**src/rtl/axi4_lite_pkg.sv**
```systemverilog
// Shared AXI4-Lite definitions: response codes, bus widths and the
// write/read FSM state encodings used by axi4_lite_slave_regfile.
package axi4_lite_pkg;

  localparam int ADDR_W = 32;
  localparam int DATA_W = 32;
  localparam int STRB_W = 4;

  localparam logic [1:0] RESP_OKAY   = 2'b00;
  localparam logic [1:0] RESP_EXOKAY = 2'b01;
  localparam logic [1:0] RESP_SLVERR = 2'b10;
  localparam logic [1:0] RESP_DECERR = 2'b11;

  typedef enum logic [1:0] {
    W_IDLE   = 2'd0,
    W_HAVE_A = 2'd1,
    W_HAVE_D = 2'd2,
    W_RESP   = 2'd3
  } wstate_e;

  typedef enum logic {
    R_IDLE = 1'b0,
    R_DATA = 1'b1
  } rstate_e;

endpackage

```
**src/rtl/axi4_lite_reg_array.sv**
```systemverilog
// NUM_REGS x 32-bit register bank: one byte-strobed synchronous write port,
// one combinational read port, register 0 exported.
module axi4_lite_reg_array
  import axi4_lite_pkg::*;
#(
  parameter int                NUM_REGS  = 16,
  parameter logic [DATA_W-1:0] RESET_VAL = '0,
  parameter int                IDX_W     = (NUM_REGS > 1) ? $clog2(NUM_REGS) : 1
) (
  input  logic              clk_i,
  input  logic              rst_ni,
  input  logic              we_i,
  input  logic [IDX_W-1:0]  waddr_i,
  input  logic [DATA_W-1:0] wdata_i,
  input  logic [STRB_W-1:0] wstrb_i,
  input  logic [IDX_W-1:0]  raddr_i,
  output logic [DATA_W-1:0] rdata_o,
  output logic [DATA_W-1:0] reg0_o
);

  localparam logic [IDX_W:0] NREGS = (IDX_W + 1)'(NUM_REGS);

  logic [DATA_W-1:0] regs_q [NUM_REGS];

  always_ff @(posedge clk_i or negedge rst_ni) begin
    if (!rst_ni) begin
      for (int i = 0; i < NUM_REGS; i++) regs_q[i] <= RESET_VAL;
    end else if (we_i) begin
      for (int b = 0; b < STRB_W; b++)
        if (wstrb_i[b]) regs_q[waddr_i][8*b +: 8] <= wdata_i[8*b +: 8];
    end
  end

  // Guard keeps non-power-of-two banks from indexing past the end.
  assign rdata_o = ({1'b0, raddr_i} < NREGS) ? regs_q[raddr_i] : '0;
  assign reg0_o  = regs_q[0];

endmodule

```
**src/rtl/axi4_lite_slave_regfile.sv**
```systemverilog
// AXI4-Lite slave register file with independent write/read FSMs.
// Define AXI4_LITE_REGFILE_SLVERR_EN to answer out-of-range accesses with SLVERR.
module axi4_lite_slave_regfile
  import axi4_lite_pkg::*;
#(
  parameter int                NUM_REGS  = 16,
  parameter logic [DATA_W-1:0] RESET_VAL = 32'h0000_0000
) (
  input  logic              aclk,
  input  logic              aresetn,
  input  logic [ADDR_W-1:0] awaddr_in,
  input  logic [2:0]        awprot_in,
  input  logic              awvalid_in,
  output logic              awready_out,
  input  logic [DATA_W-1:0] wdata_in,
  input  logic [STRB_W-1:0] wstrb_in,
  input  logic              wvalid_in,
  output logic              wready_out,
  output logic [1:0]        bresp_out,
  output logic              bvalid_out,
  input  logic              bready_in,
  input  logic [ADDR_W-1:0] araddr_in,
  input  logic [2:0]        arprot_in,
  input  logic              arvalid_in,
  output logic              arready_out,
  output logic [DATA_W-1:0] rdata_out,
  output logic [1:0]        rresp_out,
  output logic              rvalid_out,
  input  logic              rready_in,
  output logic [DATA_W-1:0] ctrl_reg_out
);

  localparam int IDX_W = (NUM_REGS > 1) ? $clog2(NUM_REGS) : 1;
  localparam logic [ADDR_W-3:0] NREGS = (ADDR_W - 2)'(NUM_REGS);
`ifdef AXI4_LITE_REGFILE_SLVERR_EN
  localparam logic [1:0] RESP_OOR = RESP_SLVERR;
`else
  localparam logic [1:0] RESP_OOR = RESP_OKAY;
`endif

  wstate_e wstate_q, wstate_d;
  rstate_e rstate_q, rstate_d;
  logic awready_q, awready_d, wready_q, wready_d, bvalid_q, bvalid_d;
  logic arready_q, arready_d, rvalid_q, rvalid_d;
  logic [1:0] bresp_q, rresp_q;
  logic [DATA_W-1:0] rdata_q;
  logic [ADDR_W-1:0] awaddr_q;
  logic [DATA_W-1:0] wdata_q;
  logic [STRB_W-1:0] wstrb_q;

  logic aw_hs, w_hs, ar_hs, commit, w_in_range, r_in_range;
  logic [ADDR_W-1:0] waddr_eff;
  logic [DATA_W-1:0] wdata_eff, arr_rdata;
  logic [STRB_W-1:0] wstrb_eff;

  assign aw_hs = awvalid_in & awready_q;
  assign w_hs  = wvalid_in & wready_q;
  assign ar_hs = arvalid_in & arready_q;

  // A half already latched takes precedence over the live bus value.
  assign waddr_eff = (wstate_q == W_HAVE_A) ? awaddr_q : awaddr_in;
  assign wdata_eff = (wstate_q == W_HAVE_D) ? wdata_q : wdata_in;
  assign wstrb_eff = (wstate_q == W_HAVE_D) ? wstrb_q : wstrb_in;
  assign commit = ((wstate_q == W_IDLE) & aw_hs & w_hs) |
                  ((wstate_q == W_HAVE_A) & w_hs) |
                  ((wstate_q == W_HAVE_D) & aw_hs);
  assign w_in_range = waddr_eff[ADDR_W-1:2] < NREGS;
  assign r_in_range = araddr_in[ADDR_W-1:2] < NREGS;

  axi4_lite_reg_array #(
    .NUM_REGS  (NUM_REGS),
    .RESET_VAL (RESET_VAL),
    .IDX_W     (IDX_W)
  ) u_regs (
    .clk_i   (aclk),
    .rst_ni  (aresetn),
    .we_i    (commit & w_in_range),
    .waddr_i (waddr_eff[IDX_W+1:2]),
    .wdata_i (wdata_eff),
    .wstrb_i (wstrb_eff),
    .raddr_i (araddr_in[IDX_W+1:2]),
    .rdata_o (arr_rdata),
    .reg0_o  (ctrl_reg_out)
  );

  always_comb begin
    wstate_d = wstate_q;
    case (wstate_q)
      W_IDLE: begin
        if (aw_hs && w_hs) wstate_d = W_RESP;
        else if (aw_hs)    wstate_d = W_HAVE_A;
        else if (w_hs)     wstate_d = W_HAVE_D;
      end
      W_HAVE_A: if (w_hs)      wstate_d = W_RESP;
      W_HAVE_D: if (aw_hs)     wstate_d = W_RESP;
      W_RESP:   if (bready_in) wstate_d = W_IDLE;
      default:                 wstate_d = W_IDLE;
    endcase
  end

  always_comb begin
    rstate_d = rstate_q;
    case (rstate_q)
      R_IDLE:  if (ar_hs)     rstate_d = R_DATA;
      R_DATA:  if (rready_in) rstate_d = R_IDLE;
      default:                rstate_d = R_IDLE;
    endcase
  end

  // Handshake outputs are decoded from the next state and registered, so
  // they stay low throughout reset and rise on the first edge after it.
  always_comb begin
    awready_d = (wstate_d == W_IDLE) | (wstate_d == W_HAVE_D);
    wready_d  = (wstate_d == W_IDLE) | (wstate_d == W_HAVE_A);
    bvalid_d  = (wstate_d == W_RESP);
    arready_d = (rstate_d == R_IDLE);
    rvalid_d  = (rstate_d == R_DATA);
  end

  always_ff @(posedge aclk or negedge aresetn) begin
    if (!aresetn) begin
      wstate_q  <= W_IDLE;
      rstate_q  <= R_IDLE;
      awready_q <= 1'b0;
      wready_q  <= 1'b0;
      bvalid_q  <= 1'b0;
      arready_q <= 1'b0;
      rvalid_q  <= 1'b0;
      bresp_q   <= RESP_OKAY;
      rresp_q   <= RESP_OKAY;
      rdata_q   <= '0;
    end else begin
      wstate_q  <= wstate_d;
      rstate_q  <= rstate_d;
      awready_q <= awready_d;
      wready_q  <= wready_d;
      bvalid_q  <= bvalid_d;
      arready_q <= arready_d;
      rvalid_q  <= rvalid_d;
      if (commit) bresp_q <= w_in_range ? RESP_OKAY : RESP_OOR;
      if (ar_hs) begin
        rresp_q <= r_in_range ? RESP_OKAY : RESP_OOR;
        rdata_q <= r_in_range ? arr_rdata : '0;
      end
    end
  end

  always_ff @(posedge aclk) begin
    if ((wstate_q == W_IDLE) && aw_hs && !w_hs) awaddr_q <= awaddr_in;
    if ((wstate_q == W_IDLE) && w_hs && !aw_hs) begin
      wdata_q <= wdata_in;
      wstrb_q <= wstrb_in;
    end
  end

  assign awready_out = awready_q;
  assign wready_out  = wready_q;
  assign bvalid_out  = bvalid_q;
  assign bresp_out   = bresp_q;
  assign arready_out = arready_q;
  assign rvalid_out  = rvalid_q;
  assign rresp_out   = rresp_q;
  assign rdata_out   = rdata_q;

  logic unused_bits;
  assign unused_bits = ^{awprot_in, arprot_in};

endmodule
```
**config.mk**
```make
export PLATFORM = sky130hd
export DESIGN_NAME = axi4_lite_slave_regfile
export DESIGN_NICKNAME = d
export VERILOG_FILES = /design/src/rtl/axi4_lite_pkg.sv /design/src/rtl/axi4_lite_reg_array.sv /design/src/rtl/axi4_lite_slave_regfile.sv
export SDC_FILE = /design/constraint.sdc
export NUM_CORES = 1
export LEC_CHECK = 0
export ABC_AREA = 1
export BUFFER_PORTS_ARGS = -buffer_cell sky130_fd_sc_hd__buf_4
export CORE_MARGIN = 2
export CORE_UTILIZATION = 54
export DETAILED_ROUTE_END_ITERATION = 7
export GPL_ROUTABILITY_DRIVEN = 0
export MAX_ROUTING_LAYER = met4
export PLACE_DENSITY = 0.76
export REMOVE_ABC_BUFFERS = 1
export SKIP_CTS_REPAIR_TIMING = 1
export SKIP_LAST_GASP = 1
export SLEW_MARGIN = 10
export SYNTH_ARGS = -nofsm -noshare
export SYNTH_HDL_FRONTEND = slang
export SYNTH_SLANG_ARGS = --single-unit
```
**constraint.sdc**
```tcl
create_clock -name aclk -period 4.15 [get_ports aclk]
set_input_delay 1.245 -clock aclk [delete_from_list [all_inputs] [get_ports aclk]]
set_output_delay 1.245 -clock aclk [all_outputs]
set_load 0.005 [all_outputs]
```
==> results.py <==
metrics = {
    "placement": {
        "postPlaceCellArea_mm2": 0.03249,
        "dp_hpwl_um": 56600,
        "dp_worst_setup_slack_ps": 587.7,
        "portBuffers": 171,
    },
    "yosys": {
        "yosysMostFrequentCell": "nand2_1",
        "synth_warnings": 0,
        "syn_inst": 3863,
        "synth_async_sr_flop_share_pct": 89.30,
        "synth_area_mm2": 0.03069,
        "ys_types": 30,
        "syn_area_per_cell_um2": 7.944,
        "synth-edff-count": 66,
        "yosysTopAreaCellShare_pct": 44.93,
        "synth_common_cells": "1,644 x nand2_1, 551 x dfrtp_1, 515 x nand4_1",
        "yosys.area.top_type": "dfrtp_1",
        "synth-seq-cells": 617,
        "yosysSeqAreaShare_pct": 51.39,
        "synthFlopType": "dfrtp_1",
        "ys_top_cells_by_area": "dfrtp_1 45%, nand2_1 20%, nand4_1 10%, nand3_1 8.0%, edfxtp_1 6.5%",
    },
    "sta": {
        "finalSetupTns_ps": 0,
        "hold_viol": 0,
        "rsz0062_at_grt": "no",
        "drv_slew": 0,
        "fin_crit_sh_pct": 72.52,
        "period_needed_ps": 3010,
        "worstMarginPinSlew_ps": 931.7,
        "fin_ws_ps": 1140,
        "hold-worst-slack_ps": 467.9,
        "max_slew_margin_pct": 37.88,
        "worst_clock_skew_ps": 27.58,
        "clock.fmax_mhz": 332.3,
        "setup_viol": 0,
    },
    "setup_path": {
        "critical_path_required_ps": 4640,
        "start_kind": "input pin",
        "cp_top_family": "simple AND/OR/NAND/NOR gates",
        "arrival_ps": 3500,
        "cp-end-kind": "flip-flop",
        "crit_buf_inv": 4,
        "cpPeakStageDelay_ps": 490,
        "path_max_fanout": 123,
        "path_class": "in2reg",
        "crit_chain": "buf_4, nand2_1, inv_1, nand2_1, a21oi_2, buf_4, nand2_1, nor2_4, buf_12, nand3_1, nand2_1, nand2_1",
        "critPathSlowestCell": "nand3_1",
        "cp_common_cell": "nand2_1",
    },
    "route": {
        "top_layer": "met4",
        "num_vias": 28350,
        "dr_wl_met2_um": 43510,
        "wl_met1_um": 38440,
        "routed_wl_um": 94480,
        "vias_per_cell": 6.069,
        "drc": 0,
        "firstDrtPassIters": 5,
        "post_drt_wl_per_cell_um": 20.23,
        "antenna_left": 0,
        "dr_wl_met3_um": 9156,
        "detail_route.iter0.violations": 3951,
    },
    "cells_and_area": {
        "seq_area_mm2": 0.01577,
        "areaGrowthSynthToFinish_pct": 13.22,
        "nNetsFinal": 3976,
        "multi_input_area_mm2": 0.01320,
        "n_antenna_cell": 0,
        "fin_area_mm2": 0.03475,
        "fillCellCount": 4904,
        "layout-drive-gt1-share_pct": 11.49,
    },
    "clock_tree": {
        "htreeDepth": 3,
        "insertion_delay_ps": 620,
        "clock_sinks": 617,
        "clockBufferDepth": 3,
        "root_buffer": "clkbuf_16",
        "numCtsBuffers": 69,
        "cts_tree": "built",
        "clk_pin_slew_ps": 50,
    },
    "power_and_ir_drop": {
        "p_leak_nw": 17.39,
        "power_density_mw_per_mm2": 454.4,
        "finalPower_w": 0.01579,
        "ir_drop_mv": 0.3778,
    },
    "floorplan": {
        "start_util_pct": 54.53,
        "dieHeight_um": 242.4,
        "io_pins": 186,
        "core-area_mm2": 0.05628,
        "dieArea_mm2": 0.05875,
        "die_w_um": 242.4,
        "num_rows": 87,
    },
    "global_routing": {
        "antenna_found_initial": 1,
        "grtUsageTotal_pct": 32.94,
        "grt_pass1_wl_um": 150800,
        "grt_max_degree": 163,
        "grt_pass1_vias": 26804,
        "grt_overflow": 0,
    },
    "worst_hold_path": {
        "hp-class": "reg2reg",
    },
    "run": {
        "cap_violations": 0,
    },
    "outcome": {
        "outcome": "finished, final reports clean",
    },
}
## layout make-up
cell class | instances | area share, %
inverter | 39 | 0.4501
timing repair buffer | 281 | 6.950
tap | 756 | 2.722
clock buffer | 110 | 6.100
clock inverter | 13 | 0.3961
sequential | 617 | 45.39
multi-input combinational | 2855 | 37.99
## routing by layer
| layer | up-vias | track usage (%) |
|---|---|---|
| met5 | - | - |
| met3 | 227 | 6.004 |
| met1 | 13557 | 44.50 |
| met2 | 1493 | 49.60 |
| li1 | 13073 | - |
| met4 | 0 | 12.80 |
## logic make-up (layout without fill, tap and decap cells)
logic type / Yosys count / after routing / share of synthesized area, %
and+or+nand+nor: 2762 / 2762 / 40.52
DFF: 617 / 617 / 51.39
buffers and inverters: 394 / 443 / 5.826
AOI/OAI and AO/OA: 54 / 54 / 0.9704
muxes: 35 / 35 / 1.284
other: 1 / 4 / 0.01222
## per-stage QoR
stage / util (%) / instances
after CTS: 61.74 / 4671
after floorplan: - / 3511
after detailed placement: 57.73 / 4548
after global placement: 57.73 / 4548
final: 61.74 / 4671
after global routing: 61.74 / 4671
## where the power goes
part / switching (W) / internal (W)
clock network: 0.00252 / 0.00363
registers: 0.0000457 / 0.00621
logic: 0.00271 / 0.000663
total: 0.00528 / 0.0105
## state kept, by name, summed over array words and instances (netlist names)
register       cells
arready_out        1
u_regs.regs_q    480
awready_out        1
awaddr_q          30
rvalid_out         1
wdata_q           32
u_regs.reg0_o     32
rdata_out         32
wstrb_q            4
bvalid_out         1
wstate_q           2
wready_out         1
## worst min-delay path, cell delays in order, from the launching register on
cell and delay, ps:
dfrtp_1 330, nand2_1 50, nand2_1 50
## final timing paths
kind                                    start            endpoint  slack [ps]  cells past startpoint
max reg2reg                       wstate_q[0]   u_regs.reg0_o[23]        1280                     10
max in group asynchronous             aresetn   u_regs.regs_q[48]        2580                      2
min in group asynchronous             aresetn   u_regs.reg0_o[15]         670                      1
max                                 wvalid_in  u_regs.regs_q[455]        1140                     12
min                        u_regs.regs_q[467]  u_regs.regs_q[467]         470                      2
min reg2reg                u_regs.regs_q[467]  u_regs.regs_q[467]         470                      2
## layout by cell type, fill, tap and decap left out, types with 7 or more instances in the layout
| cell | count |
|---|---|
| nand2_1 | 1642 |
| dfrtp_1 | 551 |
| nand4_1 | 515 |
| nand3_1 | 493 |
| buf_4 | 255 |
| clkbuf_16 | 76 |
| edfxtp_1 | 66 |
| nor2_1 | 61 |
| a21oi_1 | 33 |
| mux2_2 | 32 |
| clkbuf_1 | 25 |
| inv_1 | 24 |
| buf_12 | 23 |
| o21ai_0 | 12 |
| clkinv_1 | 11 |
| nand3_2 | 10 |
| clkbuf_8 | 10 |
| nor2_4 | 9 |
| nor4_1 | 8 |
| nor3_1 | 7 |
No activity file was read; power rests on OpenSTA's default activity.
